===== config.mk =====
export PLATFORM = sky130hd
export DESIGN_NAME = bpsk_tx_framer
export DESIGN_NICKNAME = d
export VERILOG_FILES = /design/src/rtl/bpsk_tx_framer.sv
export SDC_FILE = /design/constraint.sdc
export NUM_CORES = 1
export LEC_CHECK = 0
export CELL_PAD_IN_SITES_DETAIL_PLACEMENT = 2
export CELL_PAD_IN_SITES_GLOBAL_PLACEMENT = 2
export CORE_ASPECT_RATIO = 0.8
export CORE_MARGIN = 3
export CORE_UTILIZATION = 34
export CTS_CLUSTER_SIZE = 25
export DETAILED_ROUTE_END_ITERATION = 8
export PLACE_DENSITY = 0.77
export RECOVER_POWER = 50
export SYNTH_ARGS = -nofsm -noshare
export SYNTH_HDL_FRONTEND = slang
export SYNTH_SLANG_ARGS = --single-unit

===== constraint.sdc =====
create_clock -name i_clk -period 1.87 [get_ports i_clk]
set_input_delay 0.374 -clock i_clk [delete_from_list [all_inputs] [get_ports i_clk]]
set_output_delay 0.374 -clock i_clk [all_outputs]
set_load 0.02 [all_outputs]

===== src/rtl/bpsk_tx_framer.sv =====
// ---------------------------------------------------------------------------
// bpsk_tx_framer
//
// Purpose:
//   Transmit-side framer that feeds the bpsk_modem. Payload bytes arrive on a
//   valid/ready stream into a one-byte holding buffer. Each frame goes out
//   serially as an alternating 1,0,1,... preamble, the fixed sync word and
//   then the payload bytes, all MSB first. A free-running symbol timer
//   produces the symbol strobe so modem timing never drifts, framed or not.
//
// Parameters:
//   SYMBOL_CLKS    clocks per symbol (>= 2)
//   PREAMBLE_BITS  preamble length in symbols (>= 1)
//   SYNC_WORD      8-bit sync word, sent MSB first
//
// Ports:
//   i_clk           system clock, rising edge
//   i_rst           synchronous reset, active low
//   i_s_data        payload byte
//   i_s_valid       i_s_data / i_s_last are valid
//   i_s_last        byte is the final byte of its frame
//   o_s_ready       holding buffer is empty (low while in reset)
//   o_bit_out       serial symbol value, to modem bit_in
//   o_symbol_tick   one-cycle strobe in the last clock of every symbol
//   o_busy          a frame is in progress
//   o_frame_done    one-cycle pulse after a frame ends normally
//   o_underrun      one-cycle pulse after a frame is aborted for lack of data
// ---------------------------------------------------------------------------
module bpsk_tx_framer #(
  parameter int unsigned SYMBOL_CLKS   = 64,
  parameter int unsigned PREAMBLE_BITS = 16,
  parameter logic [7:0]  SYNC_WORD     = 8'hD3
) (
  input  logic       i_clk,
  input  logic       i_rst,
  input  logic [7:0] i_s_data,
  input  logic       i_s_valid,
  input  logic       i_s_last,
  output logic       o_s_ready,
  output logic       o_bit_out,
  output logic       o_symbol_tick,
  output logic       o_busy,
  output logic       o_frame_done,
  output logic       o_underrun
);

  localparam int unsigned SYM_W   = $clog2(SYMBOL_CLKS);
  // The bit counter covers both the preamble and the 8-bit sync/byte phases.
  localparam int unsigned CNT_MAX = (PREAMBLE_BITS > 8) ? PREAMBLE_BITS : 8;
  localparam int unsigned CNT_W   = $clog2(CNT_MAX);

  localparam logic [SYM_W-1:0] SYM_LAST  = SYM_W'(SYMBOL_CLKS - 1);
  localparam logic [CNT_W-1:0] PRE_LAST  = CNT_W'(PREAMBLE_BITS - 1);
  localparam logic [CNT_W-1:0] BYTE_LAST = CNT_W'(7);

  typedef enum logic [1:0] {
    ST_IDLE,
    ST_PREAMBLE,
    ST_SYNC,
    ST_PAYLOAD
  } FramerState;

  FramerState       r_state;
  FramerState       w_nextState;

  logic [SYM_W-1:0] r_symCnt;
  logic             w_symbolTick;

  logic [7:0]       r_bufData;
  logic             r_bufLast;
  logic             r_bufFull;
  logic             w_sReady;
  logic             w_accept;
  logic             w_load;

  // r_shift holds the bits still to be sent after the one on r_bitOut.
  logic [7:0]       r_shift;
  logic [7:0]       w_nextShift;
  logic             r_curLast;
  logic             w_nextCurLast;
  logic [CNT_W-1:0] r_bitCnt;
  logic [CNT_W-1:0] w_nextBitCnt;
  logic             r_bitOut;
  logic             w_nextBitOut;
  logic             r_frameDone;
  logic             w_nextFrameDone;
  logic             r_underrun;
  logic             w_nextUnderrun;

  // Free-running symbol timer; the tick is decoded from the counter register
  // so it is clean and independent of frame activity.
  always_ff @(posedge i_clk) begin
    if (!i_rst) begin
      r_symCnt <= '0;
    end else if (r_symCnt == SYM_LAST) begin
      r_symCnt <= '0;
    end else begin
      r_symCnt <= r_symCnt + SYM_W'(1);
    end
  end

  assign w_symbolTick = (r_symCnt == SYM_LAST);

  // Ready is held low during reset so nothing is accepted into a buffer
  // that is being cleared.
  assign w_sReady = i_rst & ~r_bufFull;
  assign w_accept = i_s_valid & w_sReady;

  // Holding buffer. Accept needs the buffer empty and load needs it full,
  // so the two never happen on the same edge.
  always_ff @(posedge i_clk) begin
    if (!i_rst) begin
      r_bufFull <= 1'b0;
      r_bufData <= '0;
      r_bufLast <= 1'b0;
    end else if (w_accept) begin
      r_bufFull <= 1'b1;
      r_bufData <= i_s_data;
      r_bufLast <= i_s_last;
    end else if (w_load) begin
      r_bufFull <= 1'b0;
    end
  end

  // FSM state and serializer registers.
  always_ff @(posedge i_clk) begin
    if (!i_rst) begin
      r_state     <= ST_IDLE;
      r_shift     <= '0;
      r_curLast   <= 1'b0;
      r_bitCnt    <= '0;
      r_bitOut    <= 1'b0;
      r_frameDone <= 1'b0;
      r_underrun  <= 1'b0;
    end else begin
      r_state     <= w_nextState;
      r_shift     <= w_nextShift;
      r_curLast   <= w_nextCurLast;
      r_bitCnt    <= w_nextBitCnt;
      r_bitOut    <= w_nextBitOut;
      r_frameDone <= w_nextFrameDone;
      r_underrun  <= w_nextUnderrun;
    end
  end

  // Next-state logic. Nothing moves except on a tick edge, so the symbol on
  // r_bitOut is held for a full symbol period. The end-of-byte decisions use
  // the registered buffer flag, so a byte accepted on that same edge is late.
  always_comb begin
    w_nextState     = r_state;
    w_nextShift     = r_shift;
    w_nextCurLast   = r_curLast;
    w_nextBitCnt    = r_bitCnt;
    w_nextBitOut    = r_bitOut;
    w_nextFrameDone = 1'b0;
    w_nextUnderrun  = 1'b0;
    w_load          = 1'b0;

    if (w_symbolTick) begin
      unique case (r_state)
        ST_IDLE: begin
          if (r_bufFull) begin
            w_nextState  = ST_PREAMBLE;
            w_nextBitOut = 1'b1;
            w_nextBitCnt = '0;
          end
        end

        ST_PREAMBLE: begin
          if (r_bitCnt == PRE_LAST) begin
            w_nextState  = ST_SYNC;
            w_nextBitOut = SYNC_WORD[7];
            w_nextShift  = {SYNC_WORD[6:0], 1'b0};
            w_nextBitCnt = '0;
          end else begin
            w_nextBitOut = ~r_bitOut;
            w_nextBitCnt = r_bitCnt + CNT_W'(1);
          end
        end

        ST_SYNC: begin
          // The frame only starts with a byte buffered, so it is safe to
          // load unconditionally here.
          if (r_bitCnt == BYTE_LAST) begin
            w_load        = 1'b1;
            w_nextState   = ST_PAYLOAD;
            w_nextBitOut  = r_bufData[7];
            w_nextShift   = {r_bufData[6:0], 1'b0};
            w_nextCurLast = r_bufLast;
            w_nextBitCnt  = '0;
          end else begin
            w_nextBitOut = r_shift[7];
            w_nextShift  = {r_shift[6:0], 1'b0};
            w_nextBitCnt = r_bitCnt + CNT_W'(1);
          end
        end

        ST_PAYLOAD: begin
          if (r_bitCnt == BYTE_LAST) begin
            if (r_curLast) begin
              w_nextState     = ST_IDLE;
              w_nextBitOut    = 1'b0;
              w_nextFrameDone = 1'b1;
            end else if (r_bufFull) begin
              // Next byte follows with no gap symbol.
              w_load        = 1'b1;
              w_nextBitOut  = r_bufData[7];
              w_nextShift   = {r_bufData[6:0], 1'b0};
              w_nextCurLast = r_bufLast;
              w_nextBitCnt  = '0;
            end else begin
              w_nextState    = ST_IDLE;
              w_nextBitOut   = 1'b0;
              w_nextUnderrun = 1'b1;
            end
          end else begin
            w_nextBitOut = r_shift[7];
            w_nextShift  = {r_shift[6:0], 1'b0};
            w_nextBitCnt = r_bitCnt + CNT_W'(1);
          end
        end

        default: begin
          w_nextState  = ST_IDLE;
          w_nextBitOut = 1'b0;
        end
      endcase
    end
  end

  assign o_s_ready     = w_sReady;
  assign o_bit_out     = r_bitOut;
  assign o_symbol_tick = w_symbolTick;
  assign o_busy        = (r_state != ST_IDLE);
  assign o_frame_done  = r_frameDone;
  assign o_underrun    = r_underrun;

endmodule

# After elaboration in Yosys (flattened, before gate mapping)
# Index checks and enable logic that the tools add are counted.
dict set report classes {
  n_eq_ne 13
  add_sub_neg 2
  n_mux 41
  n_reduce_logical 13
  bitwise_logic 8
}
# cell n
set op_table {}
lappend op_table {{8-bit two-way mux} 5}
lappend op_table {{8-bit case mux with 3 select lines} 1}
lappend op_table {{4-bit two-way mux} 5}
lappend op_table {{1-bit two-way mux} 19}
lappend op_table {{4-bit case mux with 4 select lines} 1}
lappend op_table {{2-bit two-way mux} 6}
lappend op_table {{3-bit inequality test (second input constant)} 3}
lappend op_table {{2-bit inequality test (second input constant)} 4}
lappend op_table {{2-bit case mux with 4 select lines} 1}
lappend op_table {{4-bit AND reduction} 2}
lappend op_table {{6-bit by 1-bit adder with 6-bit output (second input constant)} 1}
lappend op_table {{6-bit == test (second input constant)} 1}
lappend op_table {{1-bit inverter} 6}
lappend op_table {{6-bit AND reduction} 1}
lappend op_table {{2-bit nonzero test} 3}
lappend op_table {{5-bit AND reduction} 1}
lappend op_table {{5-bit OR reduction} 1}
lappend op_table {{4-bit by 1-bit adder with 4-bit output (second input constant)} 1}
lappend op_table {{2-bit == test (second input constant)} 2}
lappend op_table {{4-bit by 3-bit == test with 1-bit output (second input constant)} 1}
lappend op_table {{4-bit == test (second input constant)} 1}
lappend op_table {{1-bit case mux with 2 select lines} 2}
lappend op_table {{1-bit case mux with 4 select lines} 1}
lappend op_table {{2-bit AND reduction} 2}
lappend op_table {{5 further kinds} 6}
dict set report word_totals {
  output_inout_bits 6
  in_bits 12
  ff_bits 34
  word_cells 88
}

# Longest topological paths before layout
# Gate-level depths: netlist of run 1.
dict set report logic_depth {
  depth_word 7
  depth_mapped 6
  ltp_nobuf 6
}

# Worst setup path after synthesis of run 1
# No wires, ideal clock.
dict set report synth_timing {
  kind {register to register}
  start {register r_state[0]}
  end {register r_state[0]}
  period_less_slack_ps 1661
  slack_ps 209
  n_path_buf 0
  setup_ps 72
  path_stages_with_launch 7
  arrival_ps 1589
  required_time_ps 1798
  path_cell_list {dfxtp_1 > inv_1 > ha_1 > o21ai_0 > a41oi_2 > a2111oi_4 > mux2i_1}
}
dict set report synth_via {
  elab_chain_len 3
  elab_cells_between_ends 11
  classes_between {eq/ne: 8; mux: 1; reduce/logical: 2}
}
# element line
set synth_rtl {}
lappend synth_rtl {{start, declared} 63} ;# FramerState r_state;
lappend synth_rtl {{start signal, assigned} 136} ;# r_state <= w_nextState;
lappend synth_rtl {{2-bit == test, or another cell as far along} 160} ;# unique case (r_state)
lappend synth_rtl {{3-bit inequality test (no line) / 2-bit inequality test (equally long branches)} -}
lappend synth_rtl {{6-bit AND reduction (no line)} -}
# Parallel ways exist; a longest one is shown, timed or not.
# A chain may end at the register's enable or synchronous reset.

# Final worst setup path of run 1
dict set report layout_timing {
  start {register r_state[1]}
  end {register r_state[0]}
}
# Same word-level chain as after synthesis.

==> flow_results.xml, run 1 <==
<?xml version="1.0" encoding="UTF-8"?>
<metrics>
  <group name="outcome">
    <metric name="status" unit="">complete, no violations</metric>
  </group>
  <group name="grt">
    <metric name="pin_count_of_the_biggest_net_entering_global_routing" unit="">34</metric>
    <metric name="grt_use_total" unit="">0.184</metric>
    <metric name="vias_in_the_first_global_route" unit="">1650</metric>
    <metric name="antenna_found_initial" unit="">0</metric>
    <metric name="grt_pass1_wl" unit="um">8620</metric>
    <metric name="globalRoute.totalOverflow" unit="">0</metric>
  </group>
  <group name="power_and_ir_drop">
    <metric name="switching_power" unit="mW">0.372</metric>
    <metric name="ir_drop" unit="mV">0.441</metric>
    <metric name="p_leak" unit="nW">0.927</metric>
    <metric name="clock_power_frac" unit="">0.452</metric>
    <metric name="power_switching_share" unit="">0.241</metric>
    <metric name="power_density" unit="nW/um2">710</metric>
    <metric name="power.share.sequential" unit="">0.477</metric>
    <metric name="cellInternalPower" unit="mW">1.17</metric>
    <metric name="power_frac_comb" unit="">0.072</metric>
  </group>
  <group name="sta">
    <metric name="transition_time_at_the_pin_with_the_least_slew_margin" unit="ns">0.509</metric>
    <metric name="timing.slew.headroom" unit="">0.660</metric>
    <metric name="min_period_over_period" unit="">0.968</metric>
    <metric name="hold_viol_final" unit="">0</metric>
    <metric name="timing.clock.skew" unit="ns">0.00984</metric>
    <metric name="period_needed" unit="ns">1.81</metric>
    <metric name="setup-violations-final" unit="">0</metric>
    <metric name="timing.final.max_slew_violations" unit="">0</metric>
    <metric name="final.hold.worst_slack" unit="ns">0.467</metric>
    <metric name="clock.fmax" unit="MHz">552</metric>
  </group>
  <group name="floorplanning">
    <metric name="initial_utilization" unit="">0.366</metric>
    <metric name="design.die.area" unit="um2">6030</metric>
    <metric name="placementRows" unit="">22</metric>
    <metric name="boundaryPins" unit="">18</metric>
    <metric name="die_height" unit="um">70.1</metric>
    <metric name="design.core.area" unit="um2">4760</metric>
    <metric name="die_width" unit="um">86.1</metric>
  </group>
  <group name="clock_tree">
    <metric name="clk-insertion-delay-late" unit="ns">0.29</metric>
    <metric name="clkSlewWorstSetupHoldPaths" unit="ns">0.08</metric>
    <metric name="clkSinkCount" unit="">33</metric>
    <metric name="cts.repair_timing.setup_buffer_count" unit="">0</metric>
    <metric name="clock_tree.buffer_depth" unit="">2</metric>
    <metric name="ctsHoldBuffers" unit="">0</metric>
    <metric name="cts.htree.levels" unit="">2</metric>
    <metric name="clk_root_buffer_cell" unit="">sky130_fd_sc_hd__clkbuf_8</metric>
    <metric name="cts_tree" unit="">yes</metric>
    <metric name="cts-buffers-inserted" unit="">5</metric>
  </group>
  <group name="placed_design">
    <metric name="detailed_place_hpwl" unit="um">3700</metric>
    <metric name="io_buffers" unit="">17</metric>
    <metric name="post_place_cell_area" unit="um2">2010</metric>
    <metric name="gp_routability_congestion" unit="">0.820</metric>
  </group>
  <group name="synthesis">
    <metric name="yosys.cell_types.count" unit="">47</metric>
    <metric name="synth-compound-area-share" unit="">0.146</metric>
    <metric name="top_cells_by_area_synth" unit="">sky130_fd_sc_hd__dfxtp_1 (38%), sky130_fd_sc_hd__nand2_1 (7.3%), sky130_fd_sc_hd__mux2i_1 (5.2%), sky130_fd_sc_hd__ha_1 (5.0%), sky130_fd_sc_hd__mux2_2 (4.5%)</metric>
    <metric name="synth_top_flop_cell" unit="">sky130_fd_sc_hd__dfxtp_1</metric>
    <metric name="async_flop_share" unit="">0</metric>
    <metric name="yosys.area.top_type_share" unit="">0.379</metric>
    <metric name="ys_warn_count" unit="">0</metric>
    <metric name="post_synth_inst_count" unit="">193</metric>
    <metric name="yosys.area.top_type" unit="">sky130_fd_sc_hd__dfxtp_1</metric>
    <metric name="portion_of_netlist_area_occupied_by_mux_cells" unit="">0.0968</metric>
    <metric name="top_cells_by_instance_count_after_synthesis" unit="">sky130_fd_sc_hd__nand2_1 (34), sky130_fd_sc_hd__dfxtp_1 (33), sky130_fd_sc_hd__nand3_1 (15), sky130_fd_sc_hd__inv_1 (11), sky130_fd_sc_hd__o21ai_0 (10)</metric>
    <metric name="yosys.area_share.simple" unit="">0.246</metric>
    <metric name="synth_nets" unit="">212</metric>
    <metric name="synth_top_family_by_area" unit="">simple AND/OR/NAND/NOR gates</metric>
    <metric name="post_synth_instance_area" unit="um2">1740</metric>
    <metric name="post_synth.cell_area_avg" unit="um2">9.04</metric>
    <metric name="ys_ff_latch" unit="">33</metric>
    <metric name="synthXorXnorAreaFrac" unit="">0.0251</metric>
    <metric name="synth.yosys.seq_area_share" unit="">0.379</metric>
    <metric name="most_used_standard_cell_by_instance_count_after_synthesis" unit="">sky130_fd_sc_hd__nand2_1</metric>
    <metric name="synth_edf_count" unit="">0</metric>
    <metric name="post_synth_fa_ha_maj_area_fraction" unit="">0.0502</metric>
  </group>
  <group name="critical_path">
    <metric name="data_required_critical_path" unit="ns">2.08</metric>
    <metric name="crit_path_start" unit="">r_state[1]</metric>
    <metric name="path_cells" unit="">inv_1 &gt; ha_2 &gt; nand2b_1 &gt; a41oi_2 &gt; a2111oi_4 &gt; mux2i_1</metric>
    <metric name="timing.critical_path.to" unit="">r_state[0]</metric>
    <metric name="worst_reg2reg_path_endpoint" unit="">r_state[0]</metric>
    <metric name="critical-path-top-delay-family" unit="">compound AO/OA/AOI/OAI gates</metric>
    <metric name="r2r_slack" unit="ns">0.06</metric>
    <metric name="path_depth" unit="">6</metric>
    <metric name="criticalPathCategory" unit="">flip-flop to flip-flop</metric>
    <metric name="cp_num_buf_inv" unit="">1</metric>
    <metric name="timing.rr.start" unit="">r_state[1]</metric>
    <metric name="delay_of_the_slowest_cell_on_the_worst_path" unit="ns">0.46</metric>
    <metric name="cpMaxStageDelayCell" unit="">sky130_fd_sc_hd__a2111oi_4</metric>
    <metric name="worstSetupStartpointType" unit="">flip-flop</metric>
    <metric name="worstSetupEndpointType" unit="">flip-flop</metric>
    <metric name="critical_path.max_fanout" unit="">5</metric>
    <metric name="worstPathArrival" unit="ns">2.02</metric>
    <metric name="worstRegToRegCells" unit="">6</metric>
  </group>
  <group name="finish">
    <metric name="drive_above_1_share" unit="">0.223</metric>
    <metric name="antennaDiodeCount" unit="">0</metric>
    <metric name="layout-area-overhead-vs-synth" unit="%">24.8</metric>
    <metric name="layout.nets" unit="">238</metric>
    <metric name="fillCellCount" unit="">511</metric>
    <metric name="ff_latch_area" unit="um2">666</metric>
    <metric name="multi_input_area" unit="um2">1030</metric>
    <metric name="final_cell_area" unit="um2">2180</metric>
  </group>
  <group name="job">
    <metric name="total_of_max_cap_violations" unit="">0</metric>
  </group>
  <group name="detailed_routing">
    <metric name="routed_wirelength" unit="um">5120</metric>
    <metric name="drt-pass1-iter-count" unit="">4</metric>
    <metric name="avgViaCountPerCell" unit="">5.31</metric>
    <metric name="antenna_left" unit="">0</metric>
    <metric name="drt_iter0_markers" unit="">37</metric>
    <metric name="vias" unit="">1488</metric>
    <metric name="route.detailed.wl_per_inst" unit="um">18.3</metric>
    <metric name="route.detailed.drc" unit="">0</metric>
  </group>
  <group name="hold_path">
    <metric name="worst_hold_class" unit="">flip-flop to flip-flop</metric>
  </group>
</metrics>
-- layout make-up --
cell class,instances,share of cell area
clock buffer,5,0.0316
clock inverter,3,0.0213
inverter,11,0.0190
multi-input combinational,140,0.475
sequential,33,0.306
tap,60,0.0345
timing repair buffer,28,0.113
-- routing by layer --
metal / routed length (um) / share of wire / GRT usage / up-vias
li1: - / - / - / 729
met1: 2470 / 0.48 / 0.247 / 733
met2: 2450 / 0.48 / 0.287 / 20
met3: 119 / 0.023 / 0.0401 / 6
met4: 75 / 0.015 / 0.0685 / 0
met5: 0 / 0 / 0 / -
-- through the flow --
stage / util / power [mW] / cells / setup TNS, ns / setup WS, ns
2_1_floorplan: - / 0.802 / 193 / 0 / 0.209
3_3_place_gp: 0.423 / 0.853 / 272 / -0.173 / -0.135
3_5_place_dp: 0.423 / 0.861 / 272 / -0.504 / -0.181
4_1_cts: 0.447 / 1.56 / 280 / 0 / 0.0102
5_1_grt: 0.457 / 1.60 / 280 / -0.205 / -0.0517
6_report: 0.457 / 1.55 / 280 / 0 / 0.0590
-- worst register-to-register path, stage by stage (launching register included) --
cell and delay, ns:
sky130_fd_sc_hd__dfxtp_2 0.39, sky130_fd_sc_hd__inv_1 0.10, sky130_fd_sc_hd__ha_2 0.23, sky130_fd_sc_hd__nand2b_1 0.11
sky130_fd_sc_hd__a41oi_2 0.19, sky130_fd_sc_hd__a2111oi_4 0.46, sky130_fd_sc_hd__mux2i_1 0.25
-- cell families after synthesis --
family	after synthesis
flip-flops	33
adder cells (fa/ha/maj)	7
XOR/XNOR	5
AO/OA/AOI/OAI	31
buffers and inverters	20
AND/OR/NAND/NOR	81
multiplexers	16
-- state kept, by name (all words and copies together) (netlist names) --
register / cells
r_bufData: 8
r_shift: 7
r_symCnt: 6
r_bitCnt: 4
r_state: 2
o_bit_out: 1
o_frame_done: 1
o_underrun: 1
r_bufFull: 1
r_bufLast: 1
r_curLast: 1
-- what timing repair did --
item / CTS / global route
endpoints found under the setup margin: 6 / 15
resized for setup: 6 / 18
cloned: 0 / 0
pin swaps: 1 / 1
-- worst min path at each step --
stage                startpoint     endpoint  slack [ns]  cells past startpoint
global route         r_shift[1]   r_shift[1]        0.51                      2
finish               r_shift[5]   r_shift[5]        0.47                      2
detailed placement   r_shift[5]   r_shift[5]        0.45                      2
global placement     r_shift[2]   r_shift[2]        0.44                      2
floorplan           r_symCnt[0]  r_symCnt[0]        0.42                      1
CTS                  r_shift[5]   r_shift[5]        0.47                      2
-- power by group through the flow --
stage	Sequential (mW)	Combinational, mW	Clock (mW)
final	0.737	0.111	0.698
after global placement	0.751	0.102	0
after floorplan	0.749	0.0529	0
after global routing	0.740	0.124	0.737
after CTS	0.736	0.110	0.711
after detailed placement	0.752	0.108	0
-- cell usage in the layout, fill, tap and decap left out, drive strengths merged, types with 8 or more instances in the layout --
cell type and count:
buf 10, clkdlybuf4s50 13, dfxtp 33, inv 11
mux2i 9, nand2 35, nand3 15, nor2 8
o21ai 10
No activity file was read; power rests on OpenSTA's default activity.
==> inputs of run 2 (changes only) <==
--- a/config.mk
+++ b/config.mk
@@ -14,6 +14,7 @@
 export DETAILED_ROUTE_END_ITERATION = 8
 export PLACE_DENSITY = 0.77
 export RECOVER_POWER = 50
+export SLEW_MARGIN = 0
 export SYNTH_ARGS = -nofsm -noshare
 export SYNTH_HDL_FRONTEND = slang
 export SYNTH_SLANG_ARGS = --single-unit
==> results of run 2 <==
Final layout, timing and power as in run 1 (identical DEF).
==> inputs of run 3 (changes only) <==
--- a/config.mk
+++ b/config.mk
@@ -12,6 +12,7 @@
 export CORE_UTILIZATION = 34
 export CTS_CLUSTER_SIZE = 25
 export DETAILED_ROUTE_END_ITERATION = 8
+export GPL_ROUTABILITY_DRIVEN = 0
 export PLACE_DENSITY = 0.77
 export RECOVER_POWER = 50
 export SLEW_MARGIN = 0
==> results of run 3 <==
Final layout, timing and power as in run 1 (identical DEF).
